<file path="src/rtl/bus_arbiter.sv">
// Single-master bus cycle sequencer with DMA grant arbitration and reply timeout.
// Strobes, pulses and read data are all registered and advance only when ce=1.
module bus_arbiter #(
   parameter int BUS_TIMEOUT = 63
) (
   input  logic        clk,
   input  logic        reset,
   input  logic        ce,
   input  logic        cpu_dati,
   input  logic        cpu_dato,
   input  logic        cpu_byte,
   input  logic        rply,
   input  logic [15:0] data_i,
   input  logic        dmr,
   input  logic        sack,
   output logic        sync,
   output logic        din,
   output logic        dout,
   output logic        wtbt,
   output logic        dmgo,
   output logic        cpu_done,
   output logic        cpu_error,
   output logic [15:0] rdata_o,
   output logic        bsy
);

   localparam int CW = (BUS_TIMEOUT < 64) ? 6 : $clog2(BUS_TIMEOUT + 1);
   localparam logic [CW-1:0] CNT_LOAD = CW'(BUS_TIMEOUT);

   localparam logic [2:0] S_IDLE  = 3'd0;
   localparam logic [2:0] S_RD    = 3'd1;
   localparam logic [2:0] S_WR    = 3'd2;
   localparam logic [2:0] S_GAP   = 3'd3;
   localparam logic [2:0] S_ERR   = 3'd4;
   localparam logic [2:0] S_GRANT = 3'd5;
   localparam logic [2:0] S_DMA   = 3'd6;

   logic [2:0]    state_reg, state_next;
   logic [CW-1:0] cnt_reg, cnt_next;
   logic          sync_reg, sync_next;
   logic          din_reg, din_next;
   logic          dout_reg, dout_next;
   logic          wtbt_reg, wtbt_next;
   logic          dmgo_reg, dmgo_next;
   logic          done_reg, done_next;
   logic          error_reg, error_next;
   logic [15:0]   rdata_reg, rdata_next;

   always_comb begin
      state_next = state_reg;
      cnt_next   = cnt_reg;
      sync_next  = 1'b0;
      din_next   = 1'b0;
      dout_next  = 1'b0;
      wtbt_next  = 1'b0;
      dmgo_next  = 1'b0;
      done_next  = 1'b0;
      error_next = 1'b0;
      rdata_next = rdata_reg;
      case (state_reg)
         S_IDLE: begin
            // DMA wins over a simultaneous CPU request; the CPU level stays pending.
            if (dmr) begin
               state_next = S_GRANT;
               cnt_next   = CNT_LOAD;
               dmgo_next  = 1'b1;
            end else if (cpu_dati || cpu_dato) begin
               state_next = cpu_dati ? S_RD : S_WR;
               cnt_next   = CNT_LOAD;
               sync_next  = 1'b1;
               din_next   = cpu_dati;
               dout_next  = !cpu_dati;
               wtbt_next  = cpu_byte;
            end
         end
         S_RD, S_WR: begin
            // A reply on the last counted cycle still completes the transfer.
            if (rply) begin
               state_next = S_GAP;
               done_next  = 1'b1;
               if (state_reg == S_RD) begin
                  rdata_next = data_i;
               end
            end else if (cnt_reg == '0) begin
               state_next = S_ERR;
               error_next = 1'b1;
            end else begin
               cnt_next  = cnt_reg - 1'b1;
               sync_next = 1'b1;
               din_next  = (state_reg == S_RD);
               dout_next = (state_reg == S_WR);
               wtbt_next = wtbt_reg;
            end
         end
         S_ERR:   state_next = S_GAP;
         S_GAP:   state_next = S_IDLE;
         S_GRANT: begin
            if (sack) begin
               state_next = S_DMA;
            end else if (!dmr || cnt_reg == '0) begin
               state_next = S_IDLE;
            end else begin
               cnt_next  = cnt_reg - 1'b1;
               dmgo_next = 1'b1;
            end
         end
         S_DMA: begin
            if (!sack) begin
               state_next = S_IDLE;
            end
         end
         default: state_next = S_IDLE;
      endcase
   end

   always_ff @(posedge clk) begin
      if (reset) begin
         state_reg <= S_IDLE;
         cnt_reg   <= CNT_LOAD;
         sync_reg  <= 1'b0;
         din_reg   <= 1'b0;
         dout_reg  <= 1'b0;
         wtbt_reg  <= 1'b0;
         dmgo_reg  <= 1'b0;
         done_reg  <= 1'b0;
         error_reg <= 1'b0;
         rdata_reg <= 16'h0000;
      end else if (ce) begin
         state_reg <= state_next;
         cnt_reg   <= cnt_next;
         sync_reg  <= sync_next;
         din_reg   <= din_next;
         dout_reg  <= dout_next;
         wtbt_reg  <= wtbt_next;
         dmgo_reg  <= dmgo_next;
         done_reg  <= done_next;
         error_reg <= error_next;
         rdata_reg <= rdata_next;
      end
   end

   assign sync      = sync_reg;
   assign din       = din_reg;
   assign dout      = dout_reg;
   assign wtbt      = wtbt_reg;
   assign dmgo      = dmgo_reg;
   assign cpu_done  = done_reg;
   assign cpu_error = error_reg;
   assign rdata_o   = rdata_reg;
   assign bsy       = sync_reg;

endmodule

</file>
<file path="config.mk">
export PLATFORM = sky130hd
export DESIGN_NAME = bus_arbiter
export DESIGN_NICKNAME = d
export VERILOG_FILES = /design/src/rtl/bus_arbiter.sv
export SDC_FILE = /design/constraint.sdc
export NUM_CORES = 1
export LEC_CHECK = 0
export ABC_AREA = 0
export BUFFER_PORTS_ARGS = -buffer_cell sky130_fd_sc_hd__buf_2
export CORE_ASPECT_RATIO = 0.8
export CORE_MARGIN = 2
export CORE_UTILIZATION = 35
export CTS_BUF_LIST = sky130_fd_sc_hd__clkbuf_8
export DETAILED_ROUTE_END_ITERATION = 8
export PLACE_DENSITY_LB_ADDON = 0.15
export SKIP_LAST_GASP = 1
export SYNTH_ARGS = -nofsm -noshare
export SYNTH_HDL_FRONTEND = slang
export SYNTH_SLANG_ARGS = --single-unit
</file>
<file path="constraint.sdc">
create_clock -name clk -period 1.7 [get_ports clk]
set_clock_uncertainty 0.05 [all_clocks]
set_input_delay 0.17 -clock clk [delete_from_list [all_inputs] [get_ports clk]]
set_output_delay 0.17 -clock clk [all_outputs]
set_load 0.01 [all_outputs]
</file>
==> impl_metrics.env <==
export IMPL_period_needed_ns=1.66
export IMPL_synth_avg_cell_area_sq_um=8.01
export IMPL_leakage_uw=0.000979
export IMPL_multi_input_area_sq_um=968
export IMPL_p_comb_share_pct=27.9
export IMPL_n_antenna_cell=0
export IMPL_critPathMaxStageDelay_ns=0.39
export IMPL_outcome="completed"
export IMPL_rsz0062_at_grt="true"
export IMPL_maxSlewViolCount=0
export IMPL_synth_edf_count=0
export IMPL_ff_latch_area_sq_um=652
export IMPL_startpoint_type="register"
export IMPL_worst_slew_pin_slew_ns=0.353
export IMPL_syn_inst=199
export IMPL_drive_above_1_share_pct=40.4
export IMPL_dieArea_sq_um=5110
export IMPL_vias_per_cell=5.01
export IMPL_crit_cells=5
export IMPL_fp_dieW_microns=79.5
export IMPL_syn_num_nets=226
export IMPL_internal_power_uw=1620
export IMPL_async_flop_share_pct=0
export IMPL_hp_start="data_i[2]"
export IMPL_critical_path_class="reg -> reg"
export IMPL_worstPathMaxFanout=6
export IMPL_clockBufferDepth=2
export IMPL_critPathLaunch="state_reg[0]$_SDFFE_PP0P_"
export IMPL_hold_path_class="in -> reg"
export IMPL_netlist_area_sq_um=1590
export IMPL_first_global_vias=1467
export IMPL_layout_common_cells="buf_2 (48), nand2_1 (36), dfxtp_1 (27)"
export IMPL_swShare_pct=28.1
export IMPL_cpMaxStageDelayCell="or3_4"
export IMPL_clkSinkCount=32
export IMPL_grt_antenna_before_repair=0
export IMPL_drc=0
export IMPL_cts_root_buf="clkbuf_8"
export IMPL_core_region_area_sq_um=4280
export IMPL_endpoint_kind="register"
export IMPL_relSlewSlack_pct=76.4
export IMPL_grtUsageTotal_pct=17.0
export IMPL_setup_viol=0
export IMPL_nNetsFinal=296
export IMPL_cp_top_family="simple AND/OR/NAND/NOR gates"
export IMPL_synth_distinct_cells=43
export IMPL_first_pass_iters=4
export IMPL_cts_clk_slew_worst_paths_ns=0.06
export IMPL_ys_top_cells_by_area="dfxtp_1 (40%), nand2_1 (8.7%), a21oi_1 (7.5%)"
export IMPL_wl_microns=4350
export IMPL_place_hpwl_microns=3160
export IMPL_numCtsBuffers=5
export IMPL_start_util_pct=37.2
export IMPL_ioPinCount=49
export IMPL_fin_area_sq_um=2300
export IMPL_vias=1639
export IMPL_placed_area_sq_um=2030
export IMPL_yosys_area_top_type="dfxtp_1"
export IMPL_numPortBuffers=48
export IMPL_gp_congestion=0.852
export IMPL_use_met1_pct=24.7
export IMPL_met2_usage_pct=24.6
export IMPL_maxCapViolCount=0
export IMPL_totalPowerFinal_uw=2250
export IMPL_pwr_share_clk_pct=35.0
export IMPL_overflow=0
export IMPL_ant_nets=0
export IMPL_hold_violations=0
export IMPL_cts_tree="yes"
export IMPL_rows=21
export IMPL_period_share_pct=97.7
export IMPL_clk_insertion_delay_late_ns=0.28
export IMPL_top_usage_layer="met1"
export IMPL_wl_per_cell_microns=13.3
export IMPL_timing_rr_start="state_reg[0]$_SDFFE_PP0P_"
export IMPL_largest_register_ffs=16
export IMPL_worstPathCellList="xor2_2, and3_4, o22a_4, or3_4, o32a_1"
export IMPL_p_seq_share_pct=37.1
export IMPL_cts_max_level=2
export IMPL_ys_seq_area_share_pct=40.2
export IMPL_die_h_microns=64.4
export IMPL_yosysWarningCount=0
export IMPL_ys_ff_latch=32
export IMPL_grt_pass1_wl_microns=6870
export IMPL_required_ns=1.82
export IMPL_cp_arrival_ns=1.78
export IMPL_fillerInstances=420
export IMPL_synth_top_area_share_pct=40.2
export IMPL_power_per_cell_area_nw_per_um2=976
export IMPL_initialDrtViolationCount=29
export IMPL_use_met3_pct=4.52
export IMPL_holdPathStages=3
export IMPL_reg2reg_depth=5
export IMPL_synthToLayoutAreaGrowth_pct=44.4
export IMPL_cp_num_buf_inv=0
export IMPL_grt_max_degree=22
export IMPL_synth_main_ff_cell="dfxtp_1"
export IMPL_switchingPower_uw=631
export IMPL_final_common_cell="buf_2"
export IMPL_peakVddDrop_v=0.000688
export IMPL_fmax_mhz=602
==> cells by family (layout without fill, tap and decap cells) <==
logic type,count (synthesis),after routing,share of synthesized area [%]
and+or+nand+nor,95,95,30.8
AOI/OAI and AO/OA,48,48,19.5
DFF,32,32,40.2
buffers and inverters,19,90,5.73
adders and majority gates,2,2,1.57
muxes,2,2,1.26
xor gates and xnor gates,1,1,1.02
==> layout make-up <==
class,count,share of cell area (%)
multi-input cells,148,42.1
flip-flops and latches,32,28.3
repair buffers,74,19.7
clock buffers,7,4.18
well taps,57,3.10
clock inverters,1,1.30
inverters,8,1.30
==> cells in the mapped netlist, types with 2 or more instances <==
library cell / instances
nand2_1: 37
dfxtp_1: 32
a21oi_1: 24
nor2_1: 11
nand3_1: 9
inv_1: 8
nor3_1: 8
clkbuf_1: 6
nand2b_1: 5
nor2b_1: 4
o21ai_0: 4
o32a_1: 4
a211oi_1: 3
buf_4: 3
nor4_1: 3
o2111ai_1: 3
a31oi_1: 2
and2_1: 2
ha_1: 2
mux2i_1: 2
nand4_1: 2
nor3b_1: 2
o31ai_1: 2
or3_4: 2
==> worst reg2reg max path, delay by kind of cell (launching register included) <==
family | cells | cell delay [ns]
flops | 1 | 0.37
compound gates | 2 | 0.38
xor+xnor | 1 | 0.17
simple gates | 2 | 0.59
==> final timing paths <==
check | slack (ns) | endpoint
worst max register to register | 0.04 | cnt_reg[5]$_SDFFE_PP1P_
worst max-delay path | 0.04 | cnt_reg[5]$_SDFFE_PP1P_
worst min-delay path | 0.07 | rdata_o[2]$_SDFFE_PP0P_
worst min register to register | 0.40 | rdata_o[7]$_SDFFE_PP0P_
==> routing by layer <==
metal / part of all wire [%] / vias up / wire length (microns)
li1: - / 840 / -
met1: 49 / 747 / 2140
met2: 44 / 45 / 1910
met3: 5.9 / 7 / 256
met4: 0.99 / 0 / 43
met5: 0 / - / 0
==> power groups by stage <==
| stage | Combinational [uW] | Sequential, uW | Clock [uW] |
|---|---|---|---|
| finish | 627 | 833 | 788 |
| global route | 687 | 840 | 848 |
| CTS | 568 | 825 | 809 |
| detailed placement | 549 | 841 | 0 |
| global placement | 556 | 838 | 0 |
| floorplan | 326 | 841 | 0 |
==> timing repair <==
item                                    4_1_cts  5_1_grt
pin swaps                                     1       10
setup buffers                                 2        0
endpoints found under the setup margin        5       25
resized for setup                             4       28
hold buffers                                  0        0
==> stage by stage <==
step	std cells	worst slack, ns	utilization (%)	TNS, ns	hold WS, ns
after floorplan	199	-0.00951	-	-0.0380	0.256
after global placement	317	-0.0228	47.3	-0.0228	0.360
after global routing	327	-0.0236	53.8	-0.0816	0.0665
after CTS	327	-0.00693	51.1	-0.00754	0.0675
after detailed placement	317	-0.0370	47.3	-0.0370	0.366
final	327	0.0399	53.8	0	0.0697
(Power assumes the default switching activity.)
